--- config.mk ---
export PLATFORM = sky130hd
export DESIGN_NAME = neuron_mac_sequencer
export DESIGN_NICKNAME = d
export VERILOG_FILES = /design/src/rtl/nn_pkg.sv /design/src/rtl/neuron_mac_pipe.sv /design/src/rtl/neuron_mac_sequencer.sv
export SDC_FILE = /design/constraint.sdc
export NUM_CORES = 1
export LEC_CHECK = 0
export BUFFER_PORTS_ARGS = -buffer_cell sky130_fd_sc_hd__buf_2
export CORE_MARGIN = 4
export CORE_UTILIZATION = 35
export DETAILED_ROUTE_END_ITERATION = 8
export GPL_TIMING_DRIVEN = 0
export PLACE_DENSITY = 0.53
export SYNTH_ARGS = -nofsm -noshare
export SYNTH_HDL_FRONTEND = slang
export SYNTH_SLANG_ARGS = --single-unit
--- constraint.sdc ---
create_clock -name clk -period 8.9 [get_ports clk]
set_clock_uncertainty 0.15 [all_clocks]
set_input_delay 0.445 -clock clk [delete_from_list [all_inputs] [get_ports clk]]
set_output_delay 0.445 -clock clk [all_outputs]
set_load 0.005 [all_outputs]
--- src/rtl/nn_pkg.sv ---
// Shared types and arithmetic helpers for the neuron MAC sequencer.
// The saturating rescale works on a wide signed value so every accumulator width fits.
package nn_pkg;

  typedef enum logic [1:0] {
    IDLE   = 2'd0,
    ACCUM  = 2'd1,
    DRAIN  = 2'd2,
    OUTPUT = 2'd3
  } mac_state_t;

  localparam int SAT_W = 64;

  // Arithmetic right shift by frac_bits, then clamp to the signed data_bits range.
  function automatic logic signed [SAT_W-1:0] sat_shift(
    input logic signed [SAT_W-1:0] acc,
    input int                      frac_bits,
    input int                      data_bits
  );
    logic signed [SAT_W-1:0] sh;
    logic signed [SAT_W-1:0] hi;
    logic signed [SAT_W-1:0] lo;
    sh = acc >>> frac_bits;
    hi = (64'sd1 <<< (data_bits - 1)) - 64'sd1;
    lo = -(64'sd1 <<< (data_bits - 1));
    if (sh > hi) begin
      return hi;
    end else if (sh < lo) begin
      return lo;
    end else begin
      return sh;
    end
  endfunction

endpackage

--- src/rtl/neuron_mac_pipe.sv ---
// Two-stage multiply/accumulate datapath with per-stage valid bits.
// Stage1 multiplies the held sample by the weight returned one cycle after the read.
module neuron_mac_pipe
  import nn_pkg::*;
#(
  parameter int DATA_BITS = 16,
  parameter int ADDR_BITS = 10,
  localparam int ACC_BITS = 2*DATA_BITS + ADDR_BITS
) (
  input  logic                        clk,
  input  logic                        reset,
  input  logic                        accept,
  input  logic signed [DATA_BITS-1:0] in_data,
  input  logic signed [DATA_BITS-1:0] w_data,
  input  logic                        acc_clr,
  output logic                        v1,
  output logic                        v2,
  output logic signed [ACC_BITS-1:0]  acc
);

  logic signed [DATA_BITS-1:0]   x_r;
  logic                          v1_r;
  logic signed [2*DATA_BITS-1:0] prod_r;
  logic                          v2_r;
  logic signed [ACC_BITS-1:0]    acc_r;

  // Stage0 capture: hold the accepted sample until its weight arrives.
  always_ff @(posedge clk or posedge reset) begin
    if (reset) begin
      x_r  <= '0;
      v1_r <= 1'b0;
    end else begin
      v1_r <= accept;
      if (accept) begin
        x_r <= in_data;
      end
    end
  end

  // Stage1 multiply: bubbles pass through as a cleared valid bit.
  always_ff @(posedge clk or posedge reset) begin
    if (reset) begin
      prod_r <= '0;
      v2_r   <= 1'b0;
    end else begin
      v2_r <= v1_r;
      if (v1_r) begin
        prod_r <= x_r * w_data;
      end
    end
  end

  // Stage2 accumulate; clear wins so a handed-off result never leaks into the next vector.
  always_ff @(posedge clk or posedge reset) begin
    if (reset) begin
      acc_r <= '0;
    end else if (acc_clr) begin
      acc_r <= '0;
    end else if (v2_r) begin
      acc_r <= acc_r + ACC_BITS'(prod_r);
    end
  end

  assign v1  = v1_r;
  assign v2  = v2_r;
  assign acc = acc_r;

endmodule

--- src/rtl/neuron_mac_sequencer.sv ---
// Sequences one neuron's MAC over NUM_WEIGHTS streamed samples with lock-step weight reads,
// then presents the rescaled, saturated sum on a valid/ready output.
module neuron_mac_sequencer
  import nn_pkg::*;
#(
  parameter int DATA_BITS   = 16,
  parameter int NUM_WEIGHTS = 784,
  parameter int FRAC_BITS   = 8,
  localparam int ADDR_BITS  = $clog2(NUM_WEIGHTS),
  localparam int ACC_BITS   = 2*DATA_BITS + ADDR_BITS
) (
  input  logic                        clk,
  input  logic                        reset,
  input  logic signed [DATA_BITS-1:0] in_data,
  input  logic                        in_valid,
  output logic                        in_ready,
  output logic                        w_rd_en,
  output logic [ADDR_BITS-1:0]        w_addr,
  input  logic signed [DATA_BITS-1:0] w_data,
  output logic signed [DATA_BITS-1:0] out_data,
  output logic                        out_valid,
  input  logic                        out_ready,
  output logic                        busy
);

  localparam logic [ADDR_BITS-1:0] LAST_IDX = ADDR_BITS'(NUM_WEIGHTS - 1);

  mac_state_t                  state_r;
  mac_state_t                  state_nxt_s;
  logic [ADDR_BITS-1:0]        count_r;
  logic [ADDR_BITS-1:0]        count_nxt_s;
  logic                        in_ready_r;
  logic                        busy_r;
  logic signed [DATA_BITS-1:0] out_data_r;
  logic                        out_valid_r;
  logic                        accept_s;
  logic                        load_out_s;
  logic                        hand_off_s;
  logic                        v1_s;
  logic                        v2_s;
  logic signed [ACC_BITS-1:0]  acc_s;

  assign accept_s = in_valid & in_ready_r;

  neuron_mac_pipe #(
    .DATA_BITS (DATA_BITS),
    .ADDR_BITS (ADDR_BITS)
  ) u_pipe (
    .clk     (clk),
    .reset   (reset),
    .accept  (accept_s),
    .in_data (in_data),
    .w_data  (w_data),
    .acc_clr (hand_off_s),
    .v1      (v1_s),
    .v2      (v2_s),
    .acc     (acc_s)
  );

  // Next-state, sample counter and output load/hand-off decisions.
  always_comb begin
    state_nxt_s = state_r;
    count_nxt_s = count_r;
    load_out_s  = 1'b0;
    hand_off_s  = 1'b0;
    case (state_r)
      IDLE: begin
        if (accept_s) begin
          count_nxt_s = count_r + ADDR_BITS'(1);
          state_nxt_s = ACCUM;
        end else begin
          state_nxt_s = IDLE;
        end
      end
      ACCUM: begin
        if (accept_s && (count_r == LAST_IDX)) begin
          count_nxt_s = '0;
          state_nxt_s = DRAIN;
        end else if (accept_s) begin
          count_nxt_s = count_r + ADDR_BITS'(1);
          state_nxt_s = ACCUM;
        end else begin
          state_nxt_s = ACCUM;
        end
      end
      DRAIN: begin
        // The last product lands in acc two cycles after the final accept.
        if (!v1_s && !v2_s) begin
          load_out_s  = 1'b1;
          state_nxt_s = OUTPUT;
        end else begin
          state_nxt_s = DRAIN;
        end
      end
      OUTPUT: begin
        if (out_valid_r && out_ready) begin
          hand_off_s  = 1'b1;
          state_nxt_s = IDLE;
        end else begin
          state_nxt_s = OUTPUT;
        end
      end
      default: begin
        state_nxt_s = IDLE;
        count_nxt_s = '0;
      end
    endcase
  end

  // State, counter and the status flags derived from the next state.
  always_ff @(posedge clk or posedge reset) begin
    if (reset) begin
      state_r    <= IDLE;
      count_r    <= '0;
      in_ready_r <= 1'b1;
      busy_r     <= 1'b0;
    end else begin
      state_r    <= state_nxt_s;
      count_r    <= count_nxt_s;
      in_ready_r <= (state_nxt_s == IDLE) || (state_nxt_s == ACCUM);
      busy_r     <= (state_nxt_s != IDLE);
    end
  end

  // Result register: loaded once per vector, held until downstream takes it.
  always_ff @(posedge clk or posedge reset) begin
    if (reset) begin
      out_data_r  <= '0;
      out_valid_r <= 1'b0;
    end else if (load_out_s) begin
      out_data_r  <= DATA_BITS'(sat_shift(SAT_W'(acc_s), FRAC_BITS, DATA_BITS));
      out_valid_r <= 1'b1;
    end else if (hand_off_s) begin
      out_valid_r <= 1'b0;
    end
  end

  assign in_ready  = in_ready_r;
  assign w_rd_en   = accept_s;
  assign w_addr    = count_r;
  assign out_data  = out_data_r;
  assign out_valid = out_valid_r;
  assign busy      = busy_r;

endmodule

# Word-level counts from Yosys, hierarchy flattened
# Cells that the tools add are included.
[totals] ff_bits=123 inputBits=36 output_inout_bits=30 word_cells=52
[op_classes] add_sub_neg=2 mul=1 magnitude_cmp=2 eq_ne=5 mux=18 bitwise_logic=1 reduce_logical=12
[ops] operator="$mux 42" count=2
[ops] operator="$add 42x32->42" count=1
[ops] operator="$gt 34x16->1 const B" count=1
[ops] operator="$lt 34x16->1 const B" count=1
[ops] operator="$mul 16x16->32" count=1
[ops] operator="$mux 16" count=2
[ops] operator="$mux 10" count=2
[ops] operator="$pmux 10 s2" count=1
[ops] operator="$add 10x1->10 const B" count=1
[ops] operator="$eq 10x10->1 const B" count=1
[ops] operator="$mux 1" count=8
[ops] operator="$pmux 2 s4" count=1
[ops] operator="$reduce_bool 2->1" count=4
[ops] operator="$eq 2x1->1 const B" count=2
[ops] operator="$eq 2x2->1 const B" count=2
[ops] operator="$logic_not 2->1" count=2
[ops] operator="$mux 2" count=2
[ops] operator="$logic_and 1x1->1" count=3
[ops] operator="$logic_not 1->1" count=2
[ops] operator="$and 1x1->1" count=1
[ops] operator="$logic_or 1x1->1" count=1

# Depth between registers and ports, before layout
[logic_depth] word_depth=6 depth_mapped=26

# Hierarchy
# From an unflattened synthesis, not the netlist that was laid out.
[unflattened] cells_unflattened=1806 area_unflattened_um2=16950.0
[modules_own_cells] mod="neuron_mac_pipe" n_inst=1 cells_per_inst=1656 area_each_um2=15457.3 seq_area_each_um2=2302.2
[modules_own_cells] mod="neuron_mac_sequencer" n_inst=1 cells_per_inst=150 area_each_um2=1492.7 seq_area_each_um2=777.0

# Worst setup path after synthesis
# OpenSTA, ideal clock, no wires.
[synth_path] path_kind="input port to flip-flop" startpoint="in w_data[1]" endpoint="reg u_pipe.prod_r[30]" arrival_time_ns=6.458 required_ns=8.625 slack_ns=2.167 path_stages=24 path_cell_list="clkbuf_1 nand2_1 inv_1 fa_1 inv_1 fa_1 fa_1 inv_1 fa_1 fa_1 inv_1 fa_1 inv_1 ha_1 a21o_1 a21o_1 a21oi_1 nor2b_1 or3_1 a221o_1 a41o_1 a21oi_2 xnor2_1 mux2_2"
[synth_between] elab_chain_cells=1
[synth_rtl] element="from (decl)" line="neuron_mac_sequencer.sv:19" text="input logic signed [DATA_BITS-1:0] w_data,"
[synth_rtl] element="$mul 16x16->32" line="neuron_mac_pipe.sv:48" text="prod_r <= x_r * w_data;"
[synth_rtl] element="to (signal assigned)" line="neuron_mac_pipe.sv:48"
[synth_rtl] element="to (decl)" line="neuron_mac_pipe.sv:23" text="logic signed [2*DATA_BITS-1:0] prod_r;"
# Every way passes these cells.
# A chain may end at the register's enable or synchronous reset.

# Worst setup path in the final report
[layout_path] startpoint="reg u_pipe.x_r[15]" endpoint="reg u_pipe.prod_r[28]"
[layout_between] elab_chain_cells=1
[layout_rtl] element="from (decl)" line="neuron_mac_pipe.sv:21" text="logic signed [DATA_BITS-1:0] x_r;"
[layout_rtl] element="from (signal assigned)" line="neuron_mac_pipe.sv:35" text="x_r <= in_data;"
[layout_rtl] element="$mul 16x16->32" line="neuron_mac_pipe.sv:48"
# Every way passes these cells.

==> qor.txt <==
Tmin final: 7520 ps
EDFF count, synth: 0
CTS tree: yes
Synth Cell Area: 16,800 µm²
Max-Cap Viols: 0
Final Hold Vio Count: 0
CP Depth: 24
Vias: 12,000
Number of synthesis warnings: 0
Vias/cell: 4.82
Die height: 227 µm
Worst Setup End Kind: flip-flop
Post-DP HPWL: 35.6 mm
Post-synth ARST share: 100%
Worst path slowest cell: fa_1
I/O pin cnt: 66
Max-slew violation count: 0
Outcome: finished clean
Most used cell, CP: fa_1
First-pass GRT wire length: 70.1 mm
Hold_sp: in_data[13]
Vias in the first global route: 12,700
CTS H-Tree Depth: 4
All-layer global routing usage: 17.5%
Critical R2R Launch: u_pipe.x_r[15]
Top FF cell, synth: dfrtp_1
Initial antenna violation count: 0
GR Overflow Total: 0
Mean post-synth cell area: 9.39 µm²
Clock Tree Buf Depth: 2
Worst R2R End: u_pipe.prod_r[28]
Count leader, synth: inv_1
Post-route clock period utilization: 84.5%
Post-CTS sizing: 0
Highest clock rate: 133 MHz
Sum Neg Setup Slack: 0 ps
Critical path cell sequence: clkbuf_1 > nand2_1 > inv_1 > fa_1 > inv_1 > fa_1 > fa_1 > inv_1 > fa_1 > fa_1 > inv_1 > fa_1 > inv_1 > ha_1 > a21o_1 > a21o_1 > a21oi_1 > nor2b_1 > or3_1 > a221oi_1 > o21ai_0 > a21oi_1 > xnor2_1 > mux2_2
Crit path buf inv count: 6
# setup viols final: 0
Post-Synthesis Cells: 1,789
Post-synthesis cell type count: 63
Mapped Nets: 2,212
GPL Wtd Cong: 0.892
Slew HR: 35.1%
CTS sink cnt: 123
DR WL/cell: 17.1 µm
Clock root cell: clkbuf_16
Std cell rows: 79
Register area share after synthesis: 18.3%
Crit Path Max Fanout: 10
Worst Hold Depth: 2
Measured slew at the worst slew-check pin: 960 ps
Required @ worst endpoint: 9090 ps
R2R depth: 24
Clk_lat worst skew: 460 ps
Top-area cell type share of the netlist area: 31.4%
Crit Path Class: reg -> reg
Synth area leaders: fa_1, dfrtp_1, ha_1
DRT Pass-1 Iters: 5
Nets: 2,298
Starting DRT DRC Count: 465
RSZ-0062 raised after global routing: false
Number of antenna diodes: 0
CORE AREA: 47,000 µm²
WHS Endpoint: u_pipe.x_r[13]
Final wirelength: 42.7 mm
Die Span X: 227 µm
Startpoint Class: flip-flop
Reg2reg setup slack: 1380 ps
Post-CTS Setup Bufs: 0
Post-synth top area cell: fa_1
Filler cells: 4,671
Largest net degree at the start of global routing: 68
Cell family with most CP delay: adder cells
Most frequent cells after synthesis: inv_1, fa_1, nand2_1
Area Growth Syn to Fin: 10.2%
Count of input and output buffers: 65
Hold Crit Class: in -> reg
Detail Route Antenna Nets: 0
Clk pin slew, worst setup/hold paths: 70 ps
Initial Utilization: 35.8%
Drt drc: 0
#FFs+latches synth: 123
Arr. time, crit path: 7710 ps
Share of cells above drive strength 1: 7.89%
Die ar.: 51,500 µm²
Max stage delay on crit path: 540 ps
Num CTS Buffers: 17
# hold bufs at CTS: 1
flip-flops by register name, indices dropped and copies added (netlist names):
register       flops
out_valid          1
u_pipe.acc        42
u_pipe.v2          1
state_r            2
busy               1
u_pipe.x_r        16
u_pipe.prod_r     32
out_data          16
u_pipe.v1          1
w_addr            10
in_ready           1
through the flow:
stage / utilization (%) / hold slack [ps] / instance area, µm² / setup slack, ps / instances
2_1_floorplan: - / 202 / 16800 / 2170 / 1789
3_3_place_gp: 38.1 / 206 / 17900 / 1370 / 2461
3_5_place_dp: 38.1 / 210 / 17900 / 1330 / 2462
4_1_cts: 39.4 / 28.3 / 18500 / 1410 / 2495
5_1_grt: 39.4 / 36.7 / 18500 / 935 / 2495
6_report: 39.4 / 59.4 / 18500 / 1380 / 2495
metal layers:
layer / share of wire (%) / GRT usage, %
met4: 1.9 / 4.53
met5: 0 / 0
met1: 46 / 23.5
met2: 47 / 28.8
met3: 4.8 / 4.01
worst max-delay path by stage:
stage / startpoint / to / slack, ps
2_1_floorplan: w_data[1] / u_pipe.prod_r[30] / 2170
3_3_place_gp: w_data[9] / u_pipe.prod_r[30] / 1370
3_5_place_dp: w_data[9] / u_pipe.prod_r[30] / 1330
4_1_cts: u_pipe.x_r[15] / u_pipe.prod_r[30] / 1410
5_1_grt: u_pipe.x_r[15] / u_pipe.prod_r[28] / 940
6_report: u_pipe.x_r[15] / u_pipe.prod_r[28] / 1380
layout make-up:
class                   instances  area, µm²  area share (%)
plain buffers                  51        191            1.03
clock buffers                  26        479            2.59
multi-input cells            1245      12100            65.5
well taps                     607        759            4.10
inverters                     370       1390            7.53
clock inverters                 6        111           0.602
repair buffers                 67        363            1.96
flip-flops and latches        123       3080            16.6
cells in the final DEF (no fill, tap or decap), drive strengths merged, types with 6 or more instances in the layout:
| master | instances |
|---|---|
| inv | 370 |
| fa | 263 |
| nand2 | 168 |
| and2 | 125 |
| ha | 124 |
| dfrtp | 122 |
| nor2 | 90 |
| buf | 73 |
| clkbuf | 70 |
| a21oi | 66 |
| xnor2 | 52 |
| o21ai | 50 |
| mux2 | 44 |
| a21o | 41 |
| mux2i | 29 |
| xor2 | 23 |
| nand3 | 15 |
| nor3 | 14 |
| and3 | 13 |
| nand4 | 12 |
| o21bai | 12 |
| nand2b | 11 |
| o21a | 9 |
| nor2b | 8 |
| o31ai | 7 |
| a211oi | 6 |
| nor4 | 6 |
cell families (layout without fill, tap and decap cells):
logic type	count (synthesis)	in the layout	share of synthesized area, %
and+or+nand+nor	478	478	13.9
buffers and inverters	421	520	9.41
adders and majority gates	387	387	40.6
AOI/OAI and AO/OA	232	232	9.17
DFF	123	123	18.3
xor gates and xnor gates	75	75	3.91
muxes	73	73	4.68
Power is left out: the tool's default activity adds up to more than one toggle a clock period on the data nets, which glitch-free logic cannot reach.
